**config.mk**
```make
export PLATFORM = sky130hd
export DESIGN_NAME = timer_pwm_multi
export DESIGN_NICKNAME = d
export VERILOG_FILES = /design/src/rtl/timer_pwm_multi.sv
export SDC_FILE = /design/constraint.sdc
export NUM_CORES = 1
export LEC_CHECK = 0
export BUFFER_PORTS_ARGS = -buffer_cell sky130_fd_sc_hd__buf_4
export CAP_MARGIN = 25
export CORE_MARGIN = 5
export CORE_UTILIZATION = 30
export DETAILED_ROUTE_END_ITERATION = 8
export REMOVE_ABC_BUFFERS = 1
export SKIP_LAST_GASP = 1
export SYNTH_ARGS = -nofsm -noshare
export SYNTH_HDL_FRONTEND = slang
export SYNTH_SLANG_ARGS = --single-unit
```
**constraint.sdc**
```tcl
create_clock -name i_sysclk -period 2.59 [get_ports i_sysclk]
set_input_delay 0.259 -clock i_sysclk [delete_from_list [all_inputs] [get_ports i_sysclk]]
set_output_delay 0.259 -clock i_sysclk [all_outputs]
set_load 0.02 [all_outputs]
```
**src/rtl/timer_pwm_multi.sv**
```systemverilog
// rtl/timer_pwm_multi.sv - multi-channel timer/PWM core with prescaler, shadowed TOP/CMP and one-shot
// Edge/centre-aligned counter driving N_CH compare outputs, register bus with registered ack.
module timer_pwm_multi #(
  parameter int CNT_W = 16,
  parameter int N_CH  = 4,
  parameter int PRS_W = 8
) (
  input  logic             i_sysclk,
  input  logic             i_sysrst_n,
  input  logic             i_bus_select,
  input  logic             i_bus_wr,
  input  logic [3:0]       i_reg_addr,
  input  logic [15:0]      i_bus_data,
  output logic [15:0]      o_bus_data,
  output logic             o_bus_ack,
  output logic             o_int_flg,
  output logic [N_CH-1:0]  o_pwm,
  output logic [CNT_W-1:0] o_cnt
);
  localparam int SW = N_CH + 1;
  localparam logic [3:0] A_CTRL = 4'd0;
  localparam logic [3:0] A_PRS  = 4'd1;
  localparam logic [3:0] A_TOP  = 4'd2;
  localparam logic [3:0] A_CNT  = 4'd3;
  localparam logic [3:0] A_STAT = 4'd4;
  localparam logic [3:0] A_IER  = 4'd5;
  localparam logic [CNT_W-1:0] CNT_ONE = CNT_W'(1);
  localparam logic [PRS_W-1:0] PRS_ONE = PRS_W'(1);

  typedef enum logic {DIR_UP = 1'b0, DIR_DOWN = 1'b1} dir_e;

  logic             en_q, en_d, mode_q, mode_d, oneshot_q, oneshot_d;
  logic [N_CH-1:0]  oe_q, oe_d, pol_q, pol_d, pwm_q, pwm_d;
  logic [PRS_W-1:0] prs_q, prs_d, p_q, p_d;
  logic [CNT_W-1:0] top_sh_q, top_sh_d, top_act_q, top_act_d, cnt_q, cnt_d;
  logic [CNT_W-1:0] cmp_sh_q  [N_CH];
  logic [CNT_W-1:0] cmp_sh_d  [N_CH];
  logic [CNT_W-1:0] cmp_act_q [N_CH];
  logic [CNT_W-1:0] cmp_act_d [N_CH];
  dir_e             dir_q, dir_d;
  logic [SW-1:0]    stat_q, stat_d, ier_q, ier_d;
  logic             ack_q, ack_d;
  logic [15:0]      rdata_q, rdata_d;

  logic             wr_en, rd_en;
  logic             wr_ctrl, wr_prs, wr_top, wr_cnt, wr_stat, wr_ier;
  logic [N_CH-1:0]  wr_cmp, cmp_evt, raw;
  logic             tick, tick_eff, period_evt;
  logic [CNT_W-1:0] wdata_cnt;
  logic             unused_bus;

  assign wdata_cnt  = i_bus_data[CNT_W-1:0];
  assign unused_bus = ^i_bus_data;

  always_comb begin
    wr_en   = i_bus_select & i_bus_wr;
    rd_en   = i_bus_select & ~i_bus_wr;
    wr_ctrl = wr_en && (i_reg_addr == A_CTRL);
    wr_prs  = wr_en && (i_reg_addr == A_PRS);
    wr_top  = wr_en && (i_reg_addr == A_TOP);
    wr_cnt  = wr_en && (i_reg_addr == A_CNT);
    wr_stat = wr_en && (i_reg_addr == A_STAT);
    wr_ier  = wr_en && (i_reg_addr == A_IER);
    for (int ch = 0; ch < N_CH; ch++) begin
      wr_cmp[ch] = wr_en && (i_reg_addr == 4'(8 + ch));
    end
  end

  always_comb begin
    en_d       = en_q;
    mode_d     = mode_q;
    oneshot_d  = oneshot_q;
    oe_d       = oe_q;
    pol_d      = pol_q;
    prs_d      = wr_prs ? i_bus_data[PRS_W-1:0] : prs_q;
    ier_d      = wr_ier ? i_bus_data[SW-1:0] : ier_q;
    p_d        = p_q;
    cnt_d      = cnt_q;
    dir_d      = dir_q;
    period_evt = 1'b0;
    cmp_evt    = '0;
    raw        = '0;
    pwm_d      = pwm_q;

    // A CNT write takes priority over a coincident tick, so the tick is dropped.
    tick     = en_q && (p_q == prs_q);
    tick_eff = tick && !wr_cnt;
    if (!en_q || wr_cnt || tick) p_d = '0;
    else                         p_d = p_q + PRS_ONE;

    if (tick_eff) begin
      if (!mode_q) begin
        if (cnt_q == top_act_q) begin
          cnt_d      = '0;
          period_evt = 1'b1;
        end else begin
          cnt_d = cnt_q + CNT_ONE;
        end
      end else if (dir_q == DIR_UP) begin
        if (cnt_q == top_act_q) begin
          dir_d = DIR_DOWN;
          cnt_d = (top_act_q == '0) ? '0 : top_act_q - CNT_ONE;
        end else begin
          cnt_d = cnt_q + CNT_ONE;
        end
      end else begin
        if (cnt_q == '0) begin
          dir_d      = DIR_UP;
          cnt_d      = CNT_ONE;
          period_evt = 1'b1;
        end else begin
          cnt_d = cnt_q - CNT_ONE;
        end
      end
    end

    if (period_evt && oneshot_q) begin
      en_d  = 1'b0;
      cnt_d = '0;
    end
    if (wr_cnt) begin
      cnt_d = wdata_cnt;
      dir_d = DIR_UP;
    end
    if (wr_ctrl) begin
      en_d      = i_bus_data[0];
      mode_d    = i_bus_data[1];
      oneshot_d = i_bus_data[2];
      oe_d      = i_bus_data[4 +: N_CH];
      pol_d     = i_bus_data[8 +: N_CH];
    end

    // Shadows reach the active copies at the period boundary, or directly while stopped.
    top_sh_d = wr_top ? wdata_cnt : top_sh_q;
    if (wr_top && !en_q)  top_act_d = wdata_cnt;
    else if (period_evt)  top_act_d = top_sh_q;
    else                  top_act_d = top_act_q;

    for (int ch = 0; ch < N_CH; ch++) begin
      cmp_sh_d[ch] = wr_cmp[ch] ? wdata_cnt : cmp_sh_q[ch];
      if (wr_cmp[ch] && !en_q) cmp_act_d[ch] = wdata_cnt;
      else if (period_evt)     cmp_act_d[ch] = cmp_sh_q[ch];
      else                     cmp_act_d[ch] = cmp_act_q[ch];
      cmp_evt[ch] = tick_eff && (cnt_q == cmp_act_q[ch]);
      raw[ch]     = cnt_q < cmp_act_q[ch];
      pwm_d[ch]   = en_q ? ((oe_q[ch] & raw[ch]) ^ pol_q[ch]) : pol_q[ch];
    end

    // Hardware sets are OR-ed after the W1C clear so a coincident event survives.
    stat_d = wr_stat ? (stat_q & ~i_bus_data[SW-1:0]) : stat_q;
    stat_d = stat_d | {cmp_evt, period_evt};

    ack_d   = i_bus_select;
    rdata_d = '0;
    if (rd_en) begin
      case (i_reg_addr)
        A_CTRL: begin
          rdata_d[0]         = en_q;
          rdata_d[1]         = mode_q;
          rdata_d[2]         = oneshot_q;
          rdata_d[4 +: N_CH] = oe_q;
          rdata_d[8 +: N_CH] = pol_q;
        end
        A_PRS:   rdata_d[PRS_W-1:0] = prs_q;
        A_TOP:   rdata_d[CNT_W-1:0] = top_sh_q;
        A_CNT:   rdata_d[CNT_W-1:0] = cnt_q;
        A_STAT:  rdata_d[SW-1:0]    = stat_q;
        A_IER:   rdata_d[SW-1:0]    = ier_q;
        default: begin
          for (int ch = 0; ch < N_CH; ch++) begin
            if (i_reg_addr == 4'(8 + ch)) rdata_d[CNT_W-1:0] = cmp_sh_q[ch];
          end
        end
      endcase
    end
  end

  always_ff @(posedge i_sysclk or negedge i_sysrst_n) begin
    if (!i_sysrst_n) begin
      en_q      <= 1'b0;
      mode_q    <= 1'b0;
      oneshot_q <= 1'b0;
      oe_q      <= '0;
      pol_q     <= '0;
      pwm_q     <= '0;
      prs_q     <= '0;
      p_q       <= '0;
      top_sh_q  <= '1;
      top_act_q <= '1;
      cnt_q     <= '0;
      dir_q     <= DIR_UP;
      stat_q    <= '0;
      ier_q     <= '0;
      ack_q     <= 1'b0;
      rdata_q   <= '0;
      for (int ch = 0; ch < N_CH; ch++) begin
        cmp_sh_q[ch]  <= '0;
        cmp_act_q[ch] <= '0;
      end
    end else begin
      en_q      <= en_d;
      mode_q    <= mode_d;
      oneshot_q <= oneshot_d;
      oe_q      <= oe_d;
      pol_q     <= pol_d;
      pwm_q     <= pwm_d;
      prs_q     <= prs_d;
      p_q       <= p_d;
      top_sh_q  <= top_sh_d;
      top_act_q <= top_act_d;
      cnt_q     <= cnt_d;
      dir_q     <= dir_d;
      stat_q    <= stat_d;
      ier_q     <= ier_d;
      ack_q     <= ack_d;
      rdata_q   <= rdata_d;
      for (int ch = 0; ch < N_CH; ch++) begin
        cmp_sh_q[ch]  <= cmp_sh_d[ch];
        cmp_act_q[ch] <= cmp_act_d[ch];
      end
    end
  end

  assign o_bus_ack  = ack_q;
  assign o_bus_data = rdata_q;
  assign o_int_flg  = |(stat_q & ier_q);
  assign o_pwm      = pwm_q;
  assign o_cnt      = cnt_q;

endmodule

```
==> tab_implementation.tex <==
\begin{tabular}{lr}
\hline
Metric & Value \\
\hline
\multicolumn{2}{l}{\textbf{Global route}} \\
Pin count of the biggest net entering global routing & 79 \\
GRT overflow & 0 \\
Global-route wire length before repair & $\sim$73000 um \\
Initial antenna violation count & 3 \\
All-layer global routing usage & 0.1873 \\
Via count of the first global-routing pass & about 12k \\
\multicolumn{2}{l}{\textbf{Critical path}} \\
Type of origin of the critical path & flop \\
Dominant delay contributor by cell family on the critical path & simple AND/OR/NAND/NOR gates \\
Largest driver fanout on the critical path & 9 \\
Largest stage delay on the critical path & between 400 and 500 ps \\
List of cells traversed by the critical path & or3\_4 > nor4\_4 > buf\_4 > nand3\_4 > o32ai\_4 > buf\_6 > buf\_12 > buf\_8 > buf\_4 > nand3\_1 > nand3\_1 \\
WS Path Type & reg2reg \\
Arrival time reported for the critical path endpoint & slightly below 3000 ps \\
Slowest library cell on the worst path & or3\_4 \\
Data required time of the critical path & approximately 3100 ps \\
Sort of element at the end of the critical path & flop \\
Worst Path Buf+Inv & 5 \\
\multicolumn{2}{l}{\textbf{Cells and area}} \\
Final Net Count & $\sim$1.6k \\
Area delta synth->final & 21.02\% \\
Number of diodes & 0 \\
Share of post-route cells with drive strength above 1 & 0.2777 \\
Combined area of the multi-input logic cells & $\sim$0.0072 sq mm \\
Filler cell count & around 4.5k \\
Sequential cell area & 0.005924 sq mm \\
Final instance count without filler cells & about 2.1k \\
\multicolumn{2}{l}{\textbf{Timing}} \\
F\_max & just over 0.4 GHz \\
Ratio of final minimum period to clock period & 0.9600 \\
Post-route setup slack & 103.5 ps \\
Setup skew after layout & roughly 24 ps \\
Final setup viols & 0 \\
Final Max Slew Viols & 0 \\
Minimum clock period & around 2500 ps \\
Slew at the pin with the worst max-slew slack & roughly 760 ps \\
Relative slew slack & 0.4929 \\
RSZ-0062 raised after global routing & yes \\
Final Hold Vio Count & 0 \\
\multicolumn{2}{l}{\textbf{Routing}} \\
Final Routed Wirelength & a little under 50000 um \\
Initial detailed-routing violation count & about 1.0k \\
Vias & around 12k \\
First-pass DRT Iterations & 5 \\
Antenna-violating nets left & 0 \\
DRC viols & 0 \\
Drt via density & approximately 5.6 \\
Routed wire length per instance & 22.86 um \\
\multicolumn{2}{l}{\textbf{Yosys}} \\
Top flip-flop cell by instance count after synthesis & dfrtp\_1 \\
Post-Synth Simple-Gate Area & 0.1492 \\
Netlist area before placement & between 0.01 and 0.015 sq mm \\
Adder and majority gate portion of the synthesized area & 0.06264 \\
Gate count after technology mapping & about 1.4k \\
Number of flops mapped to enable cells by yosys & 0 \\
Synthesized area per cell & 9.908 sq um \\
Total number of yosys warnings & 0 \\
Area leader, netlist & dfrtp\_1 \\
Sequential share of the synthesized area & 0.4296 \\
Proportion of synthesized flip-flops having asynchronous set or reset & 1.000 \\
Area share of xor/xnor cells in the synthesized design & 0.03940 \\
Multiplexer area fraction after synthesis & 0.1156 \\
Synthesized-area fraction occupied by ao, oa, aoi and oai cells & 0.1498 \\
Register bit total from synthesis & between 200 and 250 \\
Share of the synthesized area in the top cell type & 0.3686 \\
Cell types occupying the most area after synthesis & dfrtp\_1 (37\%), mux2\_2 (9.2\%), ha\_1 (6.3\%) \\
Number of unique standard cell types used by synthesis & between 60 and 70 \\
Largest family of logic cells by synthesized area & compound AO/OA/AOI/OAI gates \\
\multicolumn{2}{l}{\textbf{Pwr}} \\
PD cells & around 900 mW/mm\^{}2 \\
Static Leakage & between 0.007 and 0.008 uW \\
Largest vdd supply drop & roughly 470 uV \\
\multicolumn{2}{l}{\textbf{CTS}} \\
Buffers from clock root to sink, at most & 3 \\
\# H-tree levels & 1 \\
Clock latency on the worst-skew pair & 550 ps \\
Reg clk slew, reported paths & about 70 ps \\
Num Clock Sinks & about 240 \\
CTS tree & yes \\
Master cell of the clock root buffer & clkbuf\_16 \\
Number of CTS-inserted buffers & 26 \\
\multicolumn{2}{l}{\textbf{Placement}} \\
GPL Wtd Cong & around 0.94 \\
Buffers added on ports & 61 \\
Placed instance count & around 2.1k \\
Total half-perimeter wirelength after legalization and detailed placement & 34690 um \\
Place WS & $\sim$13 ps \\
\multicolumn{2}{l}{\textbf{Die}} \\
Total die area & 0.05033 sq mm \\
Ports placed on the boundary & 62 \\
Initial Util & 0.3037 \\
Core area & approximately 0.045 sq mm \\
X dimension of the die & roughly 220 um \\
Die Y & between 200 and 250 um \\
Row count & between 70 and 80 \\
\multicolumn{2}{l}{\textbf{Job}} \\
Number of maximum-capacitance constraint violations & 0 \\
\multicolumn{2}{l}{\textbf{Min path}} \\
Class of the worst hold path & in2reg \\
\multicolumn{2}{l}{\textbf{Run status}} \\
Outcome & completed \\
\hline
\end{tabular}
-- stage by stage --
| step | cell area [sq um] | power, uW | hold WS (ps) | setup TNS [ps] | util |
|---|---|---|---|---|---|
| 6_report | 16680 | 14810 | 37.26 | 0 | 0.3675 |
| 5_1_grt | 16680 | 15640 | 38.33 | -62.23 | 0.3675 |
| 4_1_cts | 16530 | 14750 | 9.990 | 0 | 0.3643 |
| 3_5_place_dp | 15590 | 10740 | 292.8 | 0 | 0.3436 |
| 3_3_place_gp | 15590 | 10630 | 292.2 | 0 | 0.3436 |
| 2_1_floorplan | 13310 | 8257 | -36.59 | -52210 | - |
-- path summary, 6_finish.rpt --
| path | from | endpoint | slack (ps) | cells past startpoint |
|---|---|---|---|---|
| min | i_bus_data[13] | top_act_q[13]$_DFFE_PN1P_ | 40 | 3 |
| min reg2reg | cmp_act_q[0]$_DFFE_PN0P_ | cmp_act_q[0]$_DFFE_PN0P_ | 500 | 1 |
| max reg2reg | o_cnt[9]$_DFFE_PN0P_ | cmp_act_q[46]$_DFFE_PN0P_ | 100 | 11 |
| min in group asynchronous | i_sysrst_n | o_cnt[9]$_DFFE_PN0P_ | 310 | 2 |
| max | o_cnt[9]$_DFFE_PN0P_ | cmp_act_q[46]$_DFFE_PN0P_ | 100 | 11 |
| max in group asynchronous | i_sysrst_n | top_act_q[3]$_DFFE_PN1P_ | 1480 | 3 |
-- power by group --
part | total (uW) | internal, uW | switching, uW
registers | 5100 | 4480 | 614
logic | 5760 | 2440 | 3320
clock network | 3950 | 2380 | 1570
-- cells in the mapped netlist, types with 14 or more instances --
| cell | n |
|---|---|
| a21oi_1 | 68 |
| a221o_1 | 20 |
| a221oi_1 | 14 |
| a22oi_1 | 27 |
| and3_1 | 14 |
| buf_2 | 17 |
| clkbuf_1 | 71 |
| dfrtp_1 | 203 |
| dfstp_2 | 32 |
| ha_1 | 69 |
| inv_1 | 72 |
| mux2_2 | 113 |
| mux2i_1 | 14 |
| nand2_1 | 94 |
| nand3_1 | 83 |
| nand4_1 | 25 |
| nor2_1 | 70 |
| nor2b_1 | 19 |
| nor3_1 | 47 |
| nor4_1 | 15 |
| o211ai_1 | 15 |
| o21a_1 | 14 |
| o21ai_0 | 39 |
| o22ai_1 | 39 |
| xnor2_1 | 22 |
| xor2_1 | 40 |
-- cell type report --
class | instances | share of cell area
repair buffers | 205 | 0.09940
flip-flops and latches | 235 | 0.3552
multi-input cells | 976 | 0.4299
clock buffers | 31 | 0.04321
inverters | 72 | 0.01620
well taps | 600 | 0.04501
clock inverters | 15 | 0.01103
-- routing by layer --
metal | share of wire | GRT usage | vias up
met5 | 0.00027 | 0 | -
li1 | - | - | 5315
met3 | 0.061 | 0.02219 | 110
met2 | 0.50 | 0.3314 | 481
met4 | 0.041 | 0.07209 | 2
met1 | 0.40 | 0.2341 | 5953
-- state kept, by name, summed over array words and instances, names as in the netlist, 5 cells and up --
signal / cells
prs_q: 8
o_bus_data: 16
o_cnt: 16
cmp_act_q: 64
top_sh_q: 16
p_q: 8
ier_q: 5
top_act_q: 16
stat_q: 5
cmp_sh_q: 64
-- cell usage in the layout, fill, tap and decap left out, types with 4 or more instances in the layout --
master / n
nor4_1: 13
clkbuf_16: 27
and3_1: 14
mux4_2: 8
dfrtp_1: 200
a221oi_1: 14
dfstp_2: 32
o22ai_1: 38
nor2b_1: 18
and2_1: 5
a311o_1: 4
a21o_1: 13
clkinv_2: 8
mux2_2: 113
nand4_1: 25
a21oi_1: 68
a22oi_1: 27
mux2i_1: 14
nor3_1: 47
nand3_1: 83
o211ai_1: 15
xor2_1: 40
xnor2_1: 22
o21ai_1: 4
bufinv_16: 4
o21ai_0: 38
nor2_1: 70
nand2_1: 93
o21a_1: 14
a211oi_1: 6
ha_1: 69
o31ai_1: 10
buf_12: 7
nand2b_1: 12
a31oi_1: 9
a221o_1: 20
inv_1: 72
buf_4: 190
-- worst min-delay path, cell delays in order --
cell	delay, ps
buf_4	160
nand2_1	70
nand3_1	60
-- repair_timing --
action                     in CTS  in global routing
gates cloned                    0                  1
pin swaps                       0                  5
buffers inserted                0                 12
setup endpoints to repair       8                 39
hold buffers                    2                  0
hold endpoints to repair       50                  0
gates resized for setup         3                 15
-- logic make-up after synthesis --
family	count (synthesis)
multiplexers	135
flip-flops	235
adder cells (fa/ha/maj)	69
XOR/XNOR	62
AO/OA/AOI/OAI	302
AND/OR/NAND/NOR	408
buffers and inverters	180
Power figures use the tool's default switching activity.
